[config.mk]
export PLATFORM = sky130hd
export DESIGN_NAME = saida_bcd_seq_flat
export DESIGN_NICKNAME = d
export VERILOG_FILES = /design/src/rtl/saida_bcd_seq_pkg.sv /design/src/rtl/saida_bcd_seq_if.sv /design/src/rtl/saida_bcd_seq_dabble_step.sv /design/src/rtl/saida_bcd_seq.sv /design/src/flat_wrapper.sv
export SDC_FILE = /design/constraint.sdc
export NUM_CORES = 1
export LEC_CHECK = 0
export CAP_MARGIN = 20
export CORE_MARGIN = 2
export CORE_UTILIZATION = 35
export CTS_CLUSTER_SIZE = 25
export DETAILED_ROUTE_END_ITERATION = 10
export SLEW_MARGIN = 20
export SYNTH_ARGS = -nofsm -noshare
export SYNTH_HDL_FRONTEND = slang
export SYNTH_SLANG_ARGS = --single-unit
[constraint.sdc]
create_clock -name clock -period 11.3 [get_ports clock]
set_input_delay 2.26 -clock clock [delete_from_list [all_inputs] [get_ports clock]]
set_output_delay 2.26 -clock clock [all_outputs]
set_load 0.01 [all_outputs]
[src/rtl/saida_bcd_seq_pkg.sv]
// Shared types and defaults for the sequential binary-to-BCD converter.
// Holds the engine state encoding, default sizing and the digit-count check.
// Pure declarations; no logic, no latency, no flow control.
package saida_pkg;

  typedef enum logic [1:0] {
    S_IDLE  = 2'd0,
    S_SHIFT = 2'd1,
    S_DONE  = 2'd2
  } state_t;

  localparam int DEF_DATA_W = 32;
  localparam int DEF_DIGITS = 10;
  localparam int DEF_NCH    = 2;
  localparam logic [1:0] DEF_SIGNED_MASK = 2'b01;

  // Decimal digits needed for a w-bit magnitude: ceil(w * log10(2)).
  // log10(2) ~= 0.30103, so integer arithmetic is enough for any sane width.
  function automatic int min_digits(input int w);
    return (w * 30103 + 99999) / 100000;
  endfunction

endpackage

[src/rtl/saida_bcd_seq_if.sv]
// Request/result bundle between the display path and the BCD converter.
// Wires only; latency and timing are set by the converter.
// No backpressure: requests are strobes, results are held levels plus a done pulse.
interface saida_bcd_seq_if
  import saida_pkg::*;
#(
  parameter int DATA_W = DEF_DATA_W,
  parameter int DIGITS = DEF_DIGITS,
  parameter int NCH    = DEF_NCH
);

  logic [NCH-1:0]          req;
  logic [NCH*DATA_W-1:0]   val;
  logic [NCH*DIGITS*4-1:0] bcd;
  logic [NCH-1:0]          neg;
  logic [NCH-1:0]          valid;
  logic [NCH-1:0]          done;
  logic                    busy;

  modport master (output req, val, input bcd, neg, valid, done, busy);
  modport slave  (input req, val, output bcd, neg, valid, done, busy);

endinterface

[src/rtl/saida_bcd_seq_dabble_step.sv]
// One double-dabble step: add 3 to every digit >= 5, then shift in one bit.
// Purely combinational, zero latency.
// No flow control; the caller decides when to register the result.
module bcd_dabble_step #(
  parameter int DIGITS = 10
) (
  input  logic [DIGITS*4-1:0] acc_in,
  input  logic                bit_in,
  output logic [DIGITS*4-1:0] acc_out
);

  logic [DIGITS*4-1:0] corr;

  // Correct each digit so the following doubling carries into the next decade.
  always_comb begin
    corr = acc_in;
    for (int d = 0; d < DIGITS; d++) begin
      if (acc_in[d*4 +: 4] >= 4'd5) begin
        corr[d*4 +: 4] = acc_in[d*4 +: 4] + 4'd3;
      end
    end
    acc_out = {corr[DIGITS*4-2:0], bit_in};
  end

endmodule

[src/rtl/saida_bcd_seq.sv]
// Multi-channel binary-to-BCD converter sharing one bit-serial double-dabble engine.
// Latency DATA_W+2 edges from request to done on an idle engine; DATA_W+2 cycles per conversion.
// No backpressure: a newer request overwrites an unconverted value (last writer wins).
module saida_bcd_seq
  import saida_pkg::*;
#(
  parameter int DATA_W = DEF_DATA_W,
  parameter int DIGITS = DEF_DIGITS,
  parameter int NCH    = DEF_NCH,
  parameter logic [NCH-1:0] SIGNED_MASK = NCH'(DEF_SIGNED_MASK)
) (
  input  logic            clock,
  input  logic            reset,
  saida_bcd_seq_if.slave  bus
);

  localparam int ACC_W = DIGITS * 4;
  localparam int CH_W  = (NCH > 1) ? $clog2(NCH) : 1;
  localparam int CNT_W = (DATA_W > 1) ? $clog2(DATA_W) : 1;

  if (DIGITS < min_digits(DATA_W)) begin : g_digits_too_few
    $error("DIGITS too small to hold a DATA_W-bit magnitude");
  end

  logic [DATA_W-1:0] hold [NCH];
  logic [NCH-1:0]    pend;
  state_t            state;
  logic [CH_W-1:0]   ptr;
  logic [CH_W-1:0]   gnt;
  logic [CH_W-1:0]   cur;
  logic              any_pend;
  logic [DATA_W-1:0] hold_g;
  logic              neg_in;
  logic [DATA_W-1:0] mag;
  logic              flag;
  logic [ACC_W-1:0]  acc;
  logic [ACC_W-1:0]  acc_nxt;
  logic [CNT_W-1:0]  cnt;

  logic [NCH*ACC_W-1:0] bcd_q;
  logic [NCH-1:0]       neg_q;
  logic [NCH-1:0]       valid_q;
  logic [NCH-1:0]       done_q;

  // Round-robin pick: first pending channel at or after the pointer.
  always_comb begin
    any_pend = 1'b0;
    gnt      = '0;
    for (int i = 0; i < NCH; i++) begin
      if (!any_pend && pend[(int'(ptr) + i) % NCH]) begin
        any_pend = 1'b1;
        gnt      = CH_W'((int'(ptr) + i) % NCH);
      end
    end
    hold_g = hold[gnt];
    neg_in = SIGNED_MASK[gnt] & hold_g[DATA_W-1];
  end

  bcd_dabble_step #(.DIGITS(DIGITS)) u_step (
    .acc_in  (acc),
    .bit_in  (mag[DATA_W-1]),
    .acc_out (acc_nxt)
  );

  // Capture requests; a request on the same edge as its grant keeps the channel pending.
  always_ff @(posedge clock or posedge reset) begin
    if (reset) begin
      for (int c = 0; c < NCH; c++) hold[c] <= '0;
      pend <= '0;
    end else begin
      for (int c = 0; c < NCH; c++) begin
        if (bus.req[c]) begin
          hold[c] <= bus.val[c*DATA_W +: DATA_W];
          pend[c] <= 1'b1;
        end else if (state == S_IDLE && any_pend && gnt == CH_W'(c)) begin
          pend[c] <= 1'b0;
        end
      end
    end
  end

  // Engine: grant and load magnitude, shift DATA_W bits, then publish.
  always_ff @(posedge clock or posedge reset) begin
    if (reset) begin
      state <= S_IDLE;
      ptr   <= '0;
      cur   <= '0;
      mag   <= '0;
      flag  <= 1'b0;
      acc   <= '0;
      cnt   <= '0;
    end else begin
      case (state)
        S_IDLE: begin
          if (any_pend) begin
            cur   <= gnt;
            ptr   <= (gnt == CH_W'(NCH-1)) ? '0 : gnt + CH_W'(1);
            flag  <= neg_in;
            mag   <= neg_in ? (~hold_g + DATA_W'(1)) : hold_g;
            acc   <= '0;
            cnt   <= '0;
            state <= S_SHIFT;
          end
        end
        S_SHIFT: begin
          acc <= acc_nxt;
          mag <= {mag[DATA_W-2:0], 1'b0};
          cnt <= cnt + CNT_W'(1);
          if (cnt == CNT_W'(DATA_W-1)) state <= S_DONE;
        end
        S_DONE:  state <= S_IDLE;
        default: state <= S_IDLE;
      endcase
    end
  end

  // Per-channel result registers; only the granted channel is touched.
  always_ff @(posedge clock or posedge reset) begin
    if (reset) begin
      bcd_q   <= '0;
      neg_q   <= '0;
      valid_q <= '0;
      done_q  <= '0;
    end else begin
      done_q <= '0;
      if (state == S_DONE) begin
        bcd_q[cur*ACC_W +: ACC_W] <= acc;
        neg_q[cur]   <= flag;
        valid_q[cur] <= 1'b1;
        done_q[cur]  <= 1'b1;
      end
    end
  end

  assign bus.bcd   = bcd_q;
  assign bus.neg   = neg_q;
  assign bus.valid = valid_q;
  assign bus.done  = done_q;
  assign bus.busy  = (state != S_IDLE);

endmodule
[src/flat_wrapper.sv]
// flat-port wrapper written by rule: the top's interface ports become plain ports
module saida_bcd_seq_flat import saida_pkg::*;
#(
  parameter int DATA_W = DEF_DATA_W,
  parameter int DIGITS = DEF_DIGITS,
  parameter int NCH    = DEF_NCH,
  parameter logic [NCH-1:0] SIGNED_MASK = NCH'(DEF_SIGNED_MASK)
)
  (clock, reset, bus_req, bus_val, bus_bcd, bus_neg, bus_valid, bus_done, bus_busy);
  saida_bcd_seq_if #(.DATA_W(DATA_W), .DIGITS(DIGITS), .NCH(NCH)) bus_i ();
  input  logic clock;
  input  logic reset;
  input wire logic [$bits(bus_i.req)-1:0] bus_req;
  input wire logic [$bits(bus_i.val)-1:0] bus_val;
  output wire logic [$bits(bus_i.bcd)-1:0] bus_bcd;
  output wire logic [$bits(bus_i.neg)-1:0] bus_neg;
  output wire logic [$bits(bus_i.valid)-1:0] bus_valid;
  output wire logic [$bits(bus_i.done)-1:0] bus_done;
  output wire logic [$bits(bus_i.busy)-1:0] bus_busy;
  assign bus_i.req = bus_req;
  assign bus_i.val = bus_val;
  assign bus_bcd = bus_i.bcd;
  assign bus_neg = bus_i.neg;
  assign bus_valid = bus_i.valid;
  assign bus_done = bus_i.done;
  assign bus_busy = bus_i.busy;
  saida_bcd_seq #(.DATA_W(DATA_W), .DIGITS(DIGITS), .NCH(NCH), .SIGNED_MASK(SIGNED_MASK)) u_core (.clock(clock), .reset(reset), .bus(bus_i));
endmodule
### Yosys cells after proc, flatten, opt, wreduce, memory -nomap -nowiden

Index checks and enable logic that the tools add are counted.

| word-level totals | value |
|---|---|
| register bits after elaboration | 234 |
| input port bits | 68 |
| output and inout bits | 87 |
| logic and storage cells | 118 |

| cells by class | value |
|---|---|
| $add $sub $neg | 15 |
| multiply operators | 1 |
| $lt $le $gt $ge | 16 |
| equality and inequality tests | 5 |
| shift operators | 2 |
| multiplexer cells | 44 |
| bitwise logic cells | 6 |
| reductions and logical operators | 14 |

Operators by type and width:

| kind | count |
|---|---|
| 32-bit two-way mux | 5 |
| 80-bit bitwise mux | 1 |
| 40-bit one-hot mux with 2 select lines | 1 |
| 40-bit by 34-bit variable shift with 80-bit output (first input constant) | 1 |
| 40-bit by 34-bit variable part select with 80-bit output | 1 |
| 32-bit one-hot mux with 2 select lines | 1 |
| 4-bit by 3-bit greater-or-equal comparator with 1-bit output (second input constant) | 10 |
| 40-bit two-way mux | 1 |
| 4-bit by 2-bit adder with 4-bit output (second input constant) | 9 |
| 4-bit two-way mux | 9 |
| 7-bit negator with 34-bit output | 1 |
| 32-bit by 1-bit adder with 32-bit output (second input constant) | 1 |
| 32-bit NOT | 1 |
| 1-bit two-way mux | 17 |
| 5-bit one-hot mux with 2 select lines | 1 |
| 2-bit nonzero test | 4 |
| 1-bit by 2-bit < comparator with 1-bit output (second input constant) | 3 |
| 2-bit two-way mux | 3 |
| 2-bit AND reduction | 3 |
| 5-bit by 1-bit adder with 5-bit output (second input constant) | 1 |
| 5-bit equality test (second input constant) | 1 |
| 1-bit logical AND | 5 |
| 5-bit two-way mux | 1 |
| 1-bit by 3-bit multiplier with 4-bit output (second input constant) | 1 |
| 19 further kinds | 21 |

### Depth between registers and ports, before layout

| logic depth | value |
|---|---|
| depth in word-level cells | 16 |
| mapped depth | 12 |
| mapped depth without buffers | 9 |

### By module

From an unflattened synthesis, not the netlist that was laid out.

| second synthesis, totals | value |
|---|---|
| cell total of the unflattened synthesis | 1106 |
| area, all modules | 11269.6 um^2 |

By module, submodules not included:

| module | times used | cells an instance | area an instance (um^2) |
|---|---|---|---|
| saida_bcd_seq | 1 | 949 | 10268.6 |
| bcd_dabble_step | 1 | 157 | 1001.0 |

### Worst setup path after synthesis

OpenSTA, ideal clock, no wires.

| timing | value |
|---|---|
| path kind | input-to-reg |
| from | in bus_req[0] |
| to | reg u_core.hold[48] (netlist bit) |
| setup time | 0.125 ns |
| data arrival time | 3.231 ns |
| required time | 11.175 ns |
| path slack | 7.944 ns |
| cell stages on the path | 3 |
| buffers on the path | 2 |
| path through | clkbuf_1 > buf_1 > mux2_2 |

RTL lines:

| element | RTL line | RTL |
|---|---|---|
| start: declaration | flat_wrapper.sv:13 | `input wire logic [$bits(bus_i.req)-1:0] bus_req;` |
| end signal: indexed assignment | saida_bcd_seq.sv:73 | `hold[c] <= bus.val[c*DATA_W +: DATA_W];` |
| end: declaration | saida_bcd_seq.sv:25 | `logic [DATA_W-1:0] hold [NCH];` |

No word-level cell between the ends.

### Worst setup path after layout

| timing | value |
|---|---|
| from | reg u_core.state[0] |
| to | out bus_busy |

| between the ends | value |
|---|---|
| longest elaborated chain between the ends | 1 |

Ends and longest elaborated chain:

| element | RTL line | RTL |
|---|---|---|
| start: declaration | saida_bcd_seq.sv:27 | `state_t state;` |
| start signal: assignment | saida_bcd_seq.sv:85 | `state <= S_IDLE;` |
| start signal: assignment | saida_bcd_seq.sv:102 | `state <= S_SHIFT;` |
| start signal: assignment | saida_bcd_seq.sv:109 | `if (cnt == CNT_W'(DATA_W-1)) state <= S_DONE;` |
| 2-bit nonzero test | saida_bcd_seq.sv:139 | `assign bus.busy = (state != S_IDLE);` |
| end: declaration | flat_wrapper.sv:19 | `output wire logic [$bits(bus_i.busy)-1:0] bus_busy;` |

Every way passes these cells.

==> metrics.txt <==
status=completed; design area=13,800 um2; Starting DRT DRC Count=559; Final Non-Filler Cells=1,579; HPWL Detailed=18,300 um; Top Ports=155; commonest non-fill, non-tap cell in the layout=dfrtp_1; PostCTS Resize Cnt=0; CTS root buf=clkbuf_16; Critical Path RT=9.04 ns; share of cells above drive strength 1=15.3%; initial core utilization=35.7%; Cell Pwr Density=170 nW/um2; worst hold path type=reg -> reg; hold-fix buffers at CTS=0; R2R Setup Slk=8.03 ns; Total Nets Final=1,254; syn_area_per_cell=10.7 um2; Fmax=226 MHz; # DRC=0; first-pass GRT wire length=45,700 um; WS Path Type=reg -> out; Hold Startpoint=u_core.bus.valid[1]; core area=30,700 um2; ANT nets after route=0; multi-input logic area=4800 um2; final worst-path cycle share=39.2%; Syn Nets=1,115; grt total ovfl=0; Cells after DPL=1,530; synthesized instance count=1,024; Diodes inserted=0; GRT Total Usage=16.9%; Slew Viols, Final=0; Post-CTS Setup Inserts=0; Distinct cells, synth=65; Synth Cell Area=10,900 um2; DRT Wirelength=27,400 um; H-tree levels=1; Final setup viols=0; Critical Path AT=2.17 ns; Post-synth EDFFs=0; skew final=0.00971 ns; Die X=181 um; clk buf depth=3; largest net degree at the start of global routing=112; minimum clock period=4.43 ns; crit end category=output pin; Layout Utilization=44.9%; Post-synth ARST share=100%; CTS Buf Count=27; most frequent cells in the layout=dfrtp_1, clkdlybuf4s50_1, nand2_1; DR WL/cell=17.3 um; Reg area=5860 um2; drt first pass iters=5; worst slew pin tran=0.986 ns; final hold vios=0; die area=32,700 um2; Die Y=181 um; FP Rows=64; register area share after synthesis=53.5%; clk sink count=234; # port buffers=154; DP Area=12,900 um2; final setup TNS=0 ns; clock latency on the worst-skew pair=0.53 ns; vias in the first global route=8,441; peak supply drop=98.6 uV; startpoint class of the critical path=flop; Yosys reg bits=234; hold worst-path end=u_core.bus.valid[1]; yosys warns=0; CTS tree=built; slew margin rel.=34.1%; CP max FO=11; CP Cell Sequence=nor2_1, inv_1, clkdlybuf4s50_1; Slowest-stage cell, CP=clkdlybuf4s50_1; clock slew at reported path FFs=0.06 ns; Max Cap Viol=0; CP max stage delay=0.53 ns; Syn-to-layout area delta=25.9%; GPL Wtd Cong=0.883; final total power=2.34 mW; worst reg2reg path startpoint=u_core.pend[1]; Pleak=5.89 nW; FILL cells=2,908; DR vias=8,312; Worst R2R Path Depth=7; unrepaired setup endpoints after global routing=false; routed vias/inst=5.26; Most used DFF post-synth=dfrtp_1; number of antenna violations at the first check in global routing=0; Cells on Worst Hold Path=1; r2r endpoint=u_core.mag[24]
Yosys cell counts, drive strengths merged (2+ instances only):
cell	count	area [um2]
a211o	4	35.0
a211oi	3	22.5
a21oi	61	309
a221o	4	40.0
a221oi	4	35.0
a22oi	10	75.1
a31o	2	17.5
a31oi	9	56.3
a32o	11	110
and3	10	62.6
buf	8	35.0
clkbuf	49	184
dfrtp	234	5860
ha	23	288
inv	25	93.8
mux2	105	1180
mux2i	19	190
nand2	142	533
nand2b	17	106
nand3	32	160
nand3b	3	22.5
nand4	7	43.8
nor2	41	154
nor2b	2	12.5
nor3	10	66.3
nor3b	10	75.1
nor4	11	75.1
o211ai	5	37.5
o21a	2	15.0
o21ai	85	433
o22ai	10	62.6
o311ai	3	26.3
o31ai	13	97.6
o32ai	2	25.0
or2	2	12.5
or3	5	36.3
or4	5	41.3
xnor2	13	114
xor2	8	70.1
where the power goes:
part | internal [mW] | switching, mW | total (mW)
Sequential | 0.950 | 0.0989 | 1.05
Combinational | 0.255 | 0.189 | 0.444
Clock | 0.508 | 0.342 | 0.850
worst max-delay path by stage:
stage          slack (ns)            start  depth (start not counted)              end
2_1_floorplan        2.62            reset                          1    u_core.acc[0]
3_3_place_gp         6.99            reset                          3  u_core.hold[19]
3_5_place_dp         6.96            reset                          3  u_core.hold[19]
4_1_cts              6.86  u_core.state[0]                          3         bus_busy
5_1_grt              6.70  u_core.state[0]                          3         bus_busy
6_report             6.87  u_core.state[0]                          3         bus_busy
registers in the layout, indices dropped and copies added, names as in the netlist:
name / count
u_core.bus.bcd: 80
u_core.hold: 64
u_core.acc: 40
u_core.mag: 32
u_core.cnt: 5
u_core.bus.done: 2
u_core.bus.neg: 2
u_core.bus.valid: 2
u_core.pend: 2
u_core.state: 2
u_core.cur: 1
u_core.flag: 1
u_core.ptr: 1
stage by stage:
| step | hold slack, ns | setup slack, ns |
|---|---|---|
| after floorplan | 0.448 | 2.62 |
| after global placement | 0.449 | 6.99 |
| after detailed placement | 0.454 | 6.96 |
| after CTS | 0.471 | 6.86 |
| after global routing | 0.505 | 6.70 |
| final | 0.465 | 6.87 |
layout make-up:
cell class | count | share of cell area, %
clock inverter | 9 | 0.618
tap | 396 | 3.60
inverter | 26 | 0.763
timing repair buffer | 167 | 11.9
multi-input combinational | 707 | 34.8
sequential | 234 | 42.5
clock buffer | 40 | 5.77
cells by family (layout without fill, tap and decap cells):
logic type               count (synthesis)  after routing  synth area share (%)
XOR/XNOR                                21             21                  1.68
flip-flops                             234            234                  53.5
AND/OR/NAND/NOR                        299            299                  12.9
adder cells (fa/ha/maj)                 23             23                  2.63
multiplexers                           124            124                  12.5
buffers and inverters                   83            242                  2.89
AO/OA/AOI/OAI                          240            240                  13.8
critical path, delay by kind of cell (launching register included):
| family | cells | cell delay, ns |
|---|---|---|
| and+or+nand+nor | 1 | 0.42 |
| buffers and inverters | 2 | 0.73 |
| DFF | 1 | 0.49 |
per-layer routing:
metal | vias up | track usage, % | routed length, um
li1 | 3951 | - | -
met4 | 0 | 3.23 | 400
met5 | - | 0 | 0
met3 | 31 | 2.64 | 1290
met2 | 235 | 27.0 | 12300
met1 | 4095 | 24.5 | 13300
(Power assumes the default switching activity.)
